File: src/rtl/banco_write_arbiter_if.sv
// Requester handshakes and register-bank write bus of the write arbiter.
// master = requester/bank side, slave = arbiter.
interface banco_write_arbiter_if;
   logic       ReqValid0;
   logic       ReqReady0;
   logic [2:0] ReqReg0;
   logic [7:0] ReqData0;
   logic       ReqValid1;
   logic       ReqReady1;
   logic [2:0] ReqReg1;
   logic [7:0] ReqData1;
   logic [2:0] WriteReg;
   logic [7:0] WriteData;
   logic       RegWrite;
   logic [7:0] Busy;

   // valid/ready: a write transfers on a rising edge where ReqValidi & ReqReadyi;
   // ReqReadyi depends only on FIFO occupancy, and the payload must stay stable
   // while valid is high and ready is low.
   modport master (
      output ReqValid0, ReqReg0, ReqData0,
      output ReqValid1, ReqReg1, ReqData1,
      input  ReqReady0, ReqReady1,
      input  WriteReg, WriteData, RegWrite, Busy
   );

   modport slave (
      input  ReqValid0, ReqReg0, ReqData0,
      input  ReqValid1, ReqReg1, ReqData1,
      output ReqReady0, ReqReady1,
      output WriteReg, WriteData, RegWrite, Busy
   );
endinterface

File: src/rtl/banco_write_arbiter.sv
// Two-requester round-robin write arbiter for the 8x8 register bank.
// Optional BANCO_ZERO_REG_EN: register 0 is constant zero, writes to it are dropped.
module banco_write_arbiter #(
   parameter int DEPTH = 2
) (
   input logic                  clock,
   input logic                  reset_n,
   banco_write_arbiter_if.slave bus
);

   localparam int AW = (DEPTH > 1) ? $clog2(DEPTH) : 1;
   localparam int CW = AW + 1;
   localparam logic [CW-1:0] FULL_CNT = CW'(DEPTH);

   logic [2:0]    fifo_reg  [2][DEPTH];
   logic [7:0]    fifo_data [2][DEPTH];
   logic [AW-1:0] rd_ptr [2];
   logic [AW-1:0] wr_ptr [2];
   logic [CW-1:0] count  [2];

   logic [1:0] req_valid;
   logic [2:0] req_reg  [2];
   logic [7:0] req_data [2];
   logic [1:0] ready;
   logic [1:0] nonempty;
   logic [1:0] push;
   logic [1:0] pop;
   logic       any_pop;
   logic       grant;
   logic       rr_ptr;

   logic [2:0] write_reg_q;
   logic [7:0] write_data_q;
   logic       reg_write_q;
   logic [7:0] busy;

   always_comb begin
      req_valid   = {bus.ReqValid1, bus.ReqValid0};
      req_reg[0]  = bus.ReqReg0;
      req_reg[1]  = bus.ReqReg1;
      req_data[0] = bus.ReqData0;
      req_data[1] = bus.ReqData1;
   end

   // Ready looks only at the count, so a full FIFO refuses even while being popped.
   always_comb begin
      ready    = '0;
      nonempty = '0;
      push     = '0;
      for (int i = 0; i < 2; i++) begin
         ready[i]    = (count[i] != FULL_CNT);
         nonempty[i] = (count[i] != '0);
`ifdef BANCO_ZERO_REG_EN
         push[i]     = req_valid[i] & ready[i] & (req_reg[i] != 3'd0);
`else
         push[i]     = req_valid[i] & ready[i];
`endif
      end
   end

   always_comb begin
      grant = 1'b0;
      if (nonempty[0] && nonempty[1]) begin
         grant = rr_ptr;
      end else if (nonempty[1]) begin
         grant = 1'b1;
      end
      any_pop = |nonempty;
      pop[0]  = any_pop & ~grant;
      pop[1]  = any_pop & grant;
   end

   always_ff @(posedge clock or negedge reset_n) begin
      if (!reset_n) begin
         for (int i = 0; i < 2; i++) begin
            rd_ptr[i] <= '0;
            wr_ptr[i] <= '0;
            count[i]  <= '0;
         end
      end else begin
         for (int i = 0; i < 2; i++) begin
            if (push[i]) wr_ptr[i] <= wr_ptr[i] + AW'(1);
            if (pop[i])  rd_ptr[i] <= rd_ptr[i] + AW'(1);
            case ({push[i], pop[i]})
               2'b10:   count[i] <= count[i] + CW'(1);
               2'b01:   count[i] <= count[i] - CW'(1);
               default: count[i] <= count[i];
            endcase
         end
      end
   end

   // Entry storage needs no reset: only slots counted as valid are ever read.
   always_ff @(posedge clock) begin
      for (int i = 0; i < 2; i++) begin
         if (push[i]) begin
            fifo_reg[i][wr_ptr[i]]  <= req_reg[i];
            fifo_data[i][wr_ptr[i]] <= req_data[i];
         end
      end
   end

   always_ff @(posedge clock or negedge reset_n) begin
      if (!reset_n) begin
         reg_write_q  <= 1'b0;
         write_reg_q  <= '0;
         write_data_q <= '0;
         rr_ptr       <= 1'b0;
      end else if (any_pop) begin
         reg_write_q  <= 1'b1;
         write_reg_q  <= fifo_reg[grant][rd_ptr[grant]];
         write_data_q <= fifo_data[grant][rd_ptr[grant]];
         rr_ptr       <= ~grant;
      end else begin
         reg_write_q  <= 1'b0;
      end
   end

   // Busy covers every occupied FIFO slot plus the write currently on the bank port.
   always_comb begin
      busy = '0;
      for (int i = 0; i < 2; i++) begin
         for (int k = 0; k < DEPTH; k++) begin
            if (CW'(k) < count[i]) begin
               busy[fifo_reg[i][rd_ptr[i] + AW'(k)]] = 1'b1;
            end
         end
      end
      if (reg_write_q) busy[write_reg_q] = 1'b1;
`ifdef BANCO_ZERO_REG_EN
      busy[0] = 1'b0;
`endif
   end

   assign bus.ReqReady0 = ready[0];
   assign bus.ReqReady1 = ready[1];
   assign bus.WriteReg  = write_reg_q;
   assign bus.WriteData = write_data_q;
   assign bus.RegWrite  = reg_write_q;
   assign bus.Busy      = busy;

endmodule

File: src/flat_wrapper.sv
// flat-port wrapper written by rule: the top's interface ports become plain ports
module banco_write_arbiter_flat 
#(
   parameter int DEPTH = 2
)
  (clock, reset_n, bus_ReqValid0, bus_ReqReg0, bus_ReqData0, bus_ReqValid1, bus_ReqReg1, bus_ReqData1, bus_ReqReady0, bus_ReqReady1, bus_WriteReg, bus_WriteData, bus_RegWrite, bus_Busy);
  banco_write_arbiter_if bus_i ();
  input logic clock;
  input logic reset_n;
  input wire logic [$bits(bus_i.ReqValid0)-1:0] bus_ReqValid0;
  input wire logic [$bits(bus_i.ReqReg0)-1:0] bus_ReqReg0;
  input wire logic [$bits(bus_i.ReqData0)-1:0] bus_ReqData0;
  input wire logic [$bits(bus_i.ReqValid1)-1:0] bus_ReqValid1;
  input wire logic [$bits(bus_i.ReqReg1)-1:0] bus_ReqReg1;
  input wire logic [$bits(bus_i.ReqData1)-1:0] bus_ReqData1;
  output wire logic [$bits(bus_i.ReqReady0)-1:0] bus_ReqReady0;
  output wire logic [$bits(bus_i.ReqReady1)-1:0] bus_ReqReady1;
  output wire logic [$bits(bus_i.WriteReg)-1:0] bus_WriteReg;
  output wire logic [$bits(bus_i.WriteData)-1:0] bus_WriteData;
  output wire logic [$bits(bus_i.RegWrite)-1:0] bus_RegWrite;
  output wire logic [$bits(bus_i.Busy)-1:0] bus_Busy;
  assign bus_i.ReqValid0 = bus_ReqValid0;
  assign bus_i.ReqReg0 = bus_ReqReg0;
  assign bus_i.ReqData0 = bus_ReqData0;
  assign bus_i.ReqValid1 = bus_ReqValid1;
  assign bus_i.ReqReg1 = bus_ReqReg1;
  assign bus_i.ReqData1 = bus_ReqData1;
  assign bus_ReqReady0 = bus_i.ReqReady0;
  assign bus_ReqReady1 = bus_i.ReqReady1;
  assign bus_WriteReg = bus_i.WriteReg;
  assign bus_WriteData = bus_i.WriteData;
  assign bus_RegWrite = bus_i.RegWrite;
  assign bus_Busy = bus_i.Busy;
  banco_write_arbiter #(.DEPTH(DEPTH)) u_core (.clock(clock), .reset_n(reset_n), .bus(bus_i));
endmodule
File: config.mk
export PLATFORM = sky130hd
export DESIGN_NAME = banco_write_arbiter_flat
export DESIGN_NICKNAME = d
export VERILOG_FILES = /design/src/rtl/banco_write_arbiter_if.sv /design/src/rtl/banco_write_arbiter.sv /design/src/flat_wrapper.sv
export SDC_FILE = /design/constraint.sdc
export NUM_CORES = 1
export LEC_CHECK = 0
export ABC_AREA = 1
export BUFFER_PORTS_ARGS = -buffer_cell sky130_fd_sc_hd__buf_4
export CAP_MARGIN = 5
export CORE_ASPECT_RATIO = 0.5
export CORE_MARGIN = 2
export CORE_UTILIZATION = 56
export DETAILED_ROUTE_END_ITERATION = 8
export PLACE_DENSITY = 0.85
export REMOVE_ABC_BUFFERS = 1
export SLEW_MARGIN = 20
export SYNTH_ARGS = -nofsm -noshare
export SYNTH_HDL_FRONTEND = slang
export SYNTH_SLANG_ARGS = --single-unit
File: constraint.sdc
create_clock -name clock -period 3.5 [get_ports clock]
set_input_delay 0.35 -clock clock [delete_from_list [all_inputs] [get_ports clock]]
set_output_delay 0.35 -clock clock [all_outputs]
set_load 0.02 [all_outputs]
Word-level counts from Yosys, hierarchy flattened
Memory sizes are Yosys's and may differ from the RTL's.
Index checks and enable logic that the tools add are counted.
{"block": "totals", "regBits": 21, "latchBits": 0, "ram_bits": 44, "romBits": 0, "word_cells": 135, "memories": 2}
{"block": "classes", "addsub": 8, "mul": 0, "div_mod_pow": 0, "magnitude_cmp": 24, "n_eq_ne": 6, "shift": 0, "n_mux": 55, "bitwise": 17, "n_reduce_logical": 13}
{"name": "u_core.fifo_data", "words": 2, "word_bits": 16, "rd": 1, "rd_ports_with_merged_regs": 0, "wr": 2, "line_no": "banco_write_arbiter.sv:16", "rtl": "logic [7:0] fifo_data [2][DEPTH];"}
{"name": "u_core.fifo_reg", "words": 2, "word_bits": 6, "rd": 3, "rd_ports_with_merged_regs": 0, "wr": 2, "line_no": "banco_write_arbiter.sv:15", "rtl": "logic [2:0] fifo_reg [2][DEPTH];"}
{"op": "2-to-1 mux 8 bit", "count": 10}
{"op": "2-to-1 mux 3 bit", "count": 17}
{"op": "2-to-1 mux 16 bit", "count": 2}
{"op": "OR 8 bit", "count": 4}
{"op": "< comparator 3 x 4 -> 1 bit, second input constant", "count": 5}
{"op": "demux 8 bit (select 1 bit)", "count": 2}
{"op": "greater-or-equal comparator 2 bit, second input constant", "count": 8}
{"op": "inverter 1 -> 2 bit", "count": 8}
{"op": "demux 1 bit (select 3 bit)", "count": 5}
{"op": "greater-or-equal comparator 3 x 1 -> 1 bit, second input constant", "count": 5}
{"op": "2-to-1 mux 1 bit", "count": 13}
{"op": "2-to-1 mux 6 bit", "count": 2}
{"op": "logical AND 1 bit", "count": 8}
{"op": "< comparator 1 x 2 -> 1 bit, first input constant", "count": 4}
{"op": "case mux 2 bit (2 select lines)", "count": 2}
{"op": "nonzero test 2 bit", "count": 4}
{"op": "demux 3 bit (select 1 bit)", "count": 2}
{"op": "adder 1 bit, second input constant", "count": 4}
{"op": "adder 2 x 1 -> 2 bit, second input constant", "count": 2}
{"op": "bitwise AND 1 bit", "count": 4}
{"op": "== test 2 x 1 -> 1 bit, second input constant", "count": 2}
{"op": "== test 2 bit, second input constant", "count": 2}
{"op": "< comparator 2 x 1 -> 1 bit, second input constant", "count": 2}
{"op": "inequality test 2 bit, second input constant", "count": 2}
{"op": "other kinds (3)", "count": 4}

Longest topological paths before layout
{"block": "logic_depth", "word_depth": 17, "depth_mapped": 11, "ltp_nobuf": 10}

Least setup slack after synthesis
No wires, ideal clock.
{"block": "synth_path", "path_type": "flip-flop to flip-flop", "start": "reg u_core.count[2] (netlist bit)", "end": "mem u_core.fifo_data[0][0] (netlist bit), enable pin", "setup_time_ns": 0.378, "arrival_ns": 1.418, "t_required_ns": 3.122, "path_slack_ns": 1.704, "stages_incl_launch_ff": 6, "path_buffers": 0, "period_less_slack_ns": 1.796, "cell_sequence": "dfrtp_1 inv_1 ha_1 inv_1 nand2_1 nor2_1"}
{"item": "start: declaration", "line_no": "banco_write_arbiter.sv:19", "rtl": "logic [CW-1:0] count [2];"}
{"item": "start signal: indexed assignment", "line_no": "banco_write_arbiter.sv:85", "rtl": "2'b10: count[i] <= count[i] + CW'(1);"}
{"item": "start signal: indexed assignment", "line_no": "banco_write_arbiter.sv:86", "rtl": "2'b01: count[i] <= count[i] - CW'(1);"}
{"item": "start signal: indexed assignment", "line_no": "banco_write_arbiter.sv:87", "rtl": "default: count[i] <= count[i];"}
{"item": "end: declaration", "line_no": "banco_write_arbiter.sv:16"}

Worst setup path after layout
{"block": "layout_path", "start": "reg u_core.count[0] (netlist bit)", "end": "out bus_Busy[6]"}
{"block": "layout_via", "elab_chain_cells": 6, "word_cells_on_any_way": 7, "classes_between": "2 x order compare; 3 x mux; 2 x bitwise"}
{"item": "< comparator 1 x 2 -> 1 bit", "line_no": "banco_write_arbiter.sv:124", "rtl": "if (CW'(k) < count[i]) begin"}
{"item": "2-to-1 mux 8 bit", "line_no": "banco_write_arbiter.sv:124"}
{"item": "OR 8 bit (no source line)"}
{"item": "2-to-1 mux 8 bit (*)", "line_no": "banco_write_arbiter.sv:124"}
{"item": "OR 8 bit (no source line)"}
{"item": "2-to-1 mux 8 bit (*)", "line_no": "banco_write_arbiter.sv:129", "rtl": "if (reg_write_q) busy[write_reg_q] = 1'b1;"}
{"item": "end: declaration", "line_no": "flat_wrapper.sv:21", "rtl": "output wire logic [$bits(bus_i.Busy)-1:0] bus_Busy;"}
Mark *: on every way between the ends. The rest lies on a longest branch, timed or not.

==> summary.md <==
| Metric | Value |
|---|---|
| Status | finished clean |
| Endpoints failing setup | 0 |
| Clock Skews | 0.00576 ns |
| CTS resizes | 0 |
| Post-synth EDFFs | 44 |
| CP max stage cell | inv_2 |
| Sum Neg Setup Slack | 0 ns |
| Sink Count | 65 |
| Total global routing overflow | 0 |
| Die ar. | 6950 um2 |
| Worst path arrival time | 2.15 ns |
| Initial Util | 0.579 |
| Highest clock rate | approximately 400 MHz |
| Hold Crit Class | input pin to register |
| Slew @ Worst Pin | roughly 1.1 ns |
| Endpoint class of the critical path | output port |
| Register area share after synthesis | 0.527 |
| Worst rel slew slack | 0.276 |
| Mapped cell area | 3510 um2 |
| Placed Area | 3880 um2 |
| Average size of a mapped cell | 8.33 um2 |
| Min Hold Slack | 0.210 ns |
| Port Buffer Count | 47 |
| Worst skew pair latency | 0.32 ns |
| Period Utilization, post-route | 0.715 |
| Die extent in x | roughly 120 um |
| Final Hold Fails | 0 |
| Gr usage total | 0.240 |
| Max reg flops | 32 |
| Total power | 0.00462 W |
| Fin area | 4210 um2 |
| Synth Register Bits | 65 |
| Unique masters post-synth | 25 |
| Initial antenna violation count | 0 |
| Total setup buffers inserted after CTS | 0 |
| Clock Pin Slew Worst Setup and Hold Paths | 0.05 ns |
| CTS Buffer Depth | 2 |
| Leakage | 2.03 nW |
| WL per Instance | 13.9 um |
| Kind of critical path | register to output port |
| Synth warn | 0 |
| Fraction of layout cells with a size suffix above 1 | 0.152 |
| Core footprint | 6060 um2 |
| Height of the die | 60.0 um |
| Total power density per cell area | 1100 nW/um2 |
| Depth of the CTS H-tree | 3 |
| Crit path cell chain | inv_1 -> ha_1 -> inv_2 -> nand3_1 -> o21ai_0 -> nor2_1 -> nand2_1 -> buf_4 |
| Routability Congestion | 0.951 |
| DPL Wire Length | 5420 um |
| # hold bufs at CTS | 1 |
| Antenna cells | 0 |
| Pin count of the biggest net entering global routing | 28 |
| Layout Nets | 502 |
| Cells after Synth | 421 |
| Synthesis-to-layout area growth | 20.0% |
| CTS tree | built |
| Mean number of vias per cell | about 5.1 |
| Inserted Clock Buffers | 9 |
| # DRC | 0 |
| IO Pins | 48 |
| Vias in the first global route | 2624 |
| Max Cap Viol | 0 |
| RSZ-0062 raised after global routing | no |
| FFs w/ async S/R, synth | 0.323 |
| CP max stage delay | about 0.4 ns |
| Final ANT Viol Nets | 0 |
| Total Routed Length | 7810 um |
| CP required | 3.15 ns |
| Max rail drop VDD | 511 uV |
| DR iter-0 viols | slightly above 300 |
| Standard-cell rows | 20 |
| Main synth FF type | edfxtp_1 |
| First-pass GRT wire length | 12100 um |
| Detailed-router iteration count before antenna repair | 5 |
| Final Max Slew Viols | 0 |
| Routed vias | 2872 |
| Critical Path Fanout Max | 27 |
| Final core utilization | 0.695 |
| Root Buffer | clkbuf_16 |
| Tmin final | 2.50 ns |
| CP Launch Type | register |
==> cells in the final DEF (no fill, tap or decap) <==
| cell | count |
|---|---|
| dlygate4sd3_1 | 1 |
| nor3_2 | 1 |
| clkinv_1 | 2 |
| inv_2 | 5 |
| nand4_1 | 2 |
| o21ai_1 | 5 |
| clkbuf_1 | 2 |
| inv_1 | 50 |
| xor2_1 | 3 |
| o21ai_0 | 15 |
| nand2_1 | 142 |
| clkbuf_16 | 9 |
| buf_4 | 49 |
| clkbuf_8 | 1 |
| dfrtp_1 | 21 |
| bufinv_16 | 2 |
| nand2_4 | 2 |
| edfxtp_1 | 44 |
| nand3b_1 | 9 |
| ha_1 | 8 |
| o21ai_2 | 1 |
| nand3_1 | 37 |
| xnor2_1 | 4 |
| o211ai_1 | 1 |
| nor2_1 | 52 |
| a21oi_1 | 3 |
| nand3_4 | 1 |
| o21ai_4 | 1 |
==> layer usage <==
metal | vias up | routed length [um] | track usage
li1 | 1423 | - | -
met1 | 1320 | 3390 | 0.297
met2 | 123 | 3770 | 0.404
met3 | 6 | 586 | 0.0710
met4 | 0 | 59 | 0.0969
met5 | - | 0 | 0
==> synthesized netlist by cell type, drive strengths merged, types with 3 or more instances <==
library cell	count	area [um2]
a21oi	3	15.0
buf	12	92.6
dfrtp	21	526
edfxtp	44	1320
ha	8	100
inv	55	206
nand2	144	556
nand3	38	203
nand3b	9	67.6
nor2	52	195
o21ai	22	125
xnor2	4	35.0
xor2	3	26.3
==> cells by family (layout without fill, tap and decap cells) <==
family / after synthesis / count (layout) / synth area share
flip-flops: 65 / 65 / 0.527
XOR/XNOR: 7 / 7 / 0.0175
buffers and inverters: 69 / 121 / 0.0874
adder cells (fa/ha/maj): 8 / 8 / 0.0286
AND/OR/NAND/NOR: 246 / 246 / 0.298
AO/OA/AOI/OAI: 26 / 26 / 0.0421
==> stage by stage <==
stage	cells	setup WS, ns
CTS	561	1.03
finish	561	0.999
detailed placement	544	1.14
global route	561	0.845
floorplan	407	1.55
global placement	544	1.29
==> power by group <==
part / leakage (nW) / internal, W / switching (W)
clock: 0.152 / 0.000637 / 0.000282
sequential: 0.652 / 0.00111 / 0.000208
combinational: 1.23 / 0.000825 / 0.00156
==> final cells by class <==
class | instances | area [um2]
tap | 88 | 110
fill | 475 | 1850
clock buffer | 12 | 246
inverter | 55 | 206
multi-input combinational | 287 | 1350
sequential | 65 | 1850
timing repair buffer | 50 | 378
clock inverter | 4 | 67.6
==> worst paths after layout <==
kind | startpoint | endpoint | slack (ns) | cells after the start
setup reg to reg | u_core.count[3]$_DFFE_PN0P_ | u_core.count[3]$_DFFE_PN0P_ | 1.05 | 8
min in group asynchronous | reset_n | u_core.count[0]$_DFFE_PN0P_ | 0.46 | 2
hold / removal | bus_ReqData1[1] | u_core.fifo_data[1][1]$_DFFE_PP_ | 0.21 | 1
setup / recovery | u_core.count[0]$_DFFE_PN0P_ | bus_Busy[6] | 1.0 | 8
max in group asynchronous | reset_n | u_core.bus.WriteData[1]$_DFFE_PN0N_ | 2.81 | 2
hold reg to reg | u_core.bus.WriteData[5]$_DFFE_PN0N_ | u_core.bus.WriteData[5]$_DFFE_PN0N_ | 0.51 | 2
==> critical path: cells and delay by family, from the launching register on <==
family | cells | cell delay [ns]
buffers and inverters | 3 | 0.63
flip-flops | 1 | 0.38
AO/OA/AOI/OAI | 1 | 0.20
AND/OR/NAND/NOR | 3 | 0.39
adder cells (fa/ha/maj) | 1 | 0.23
(Power assumes the default switching activity.)
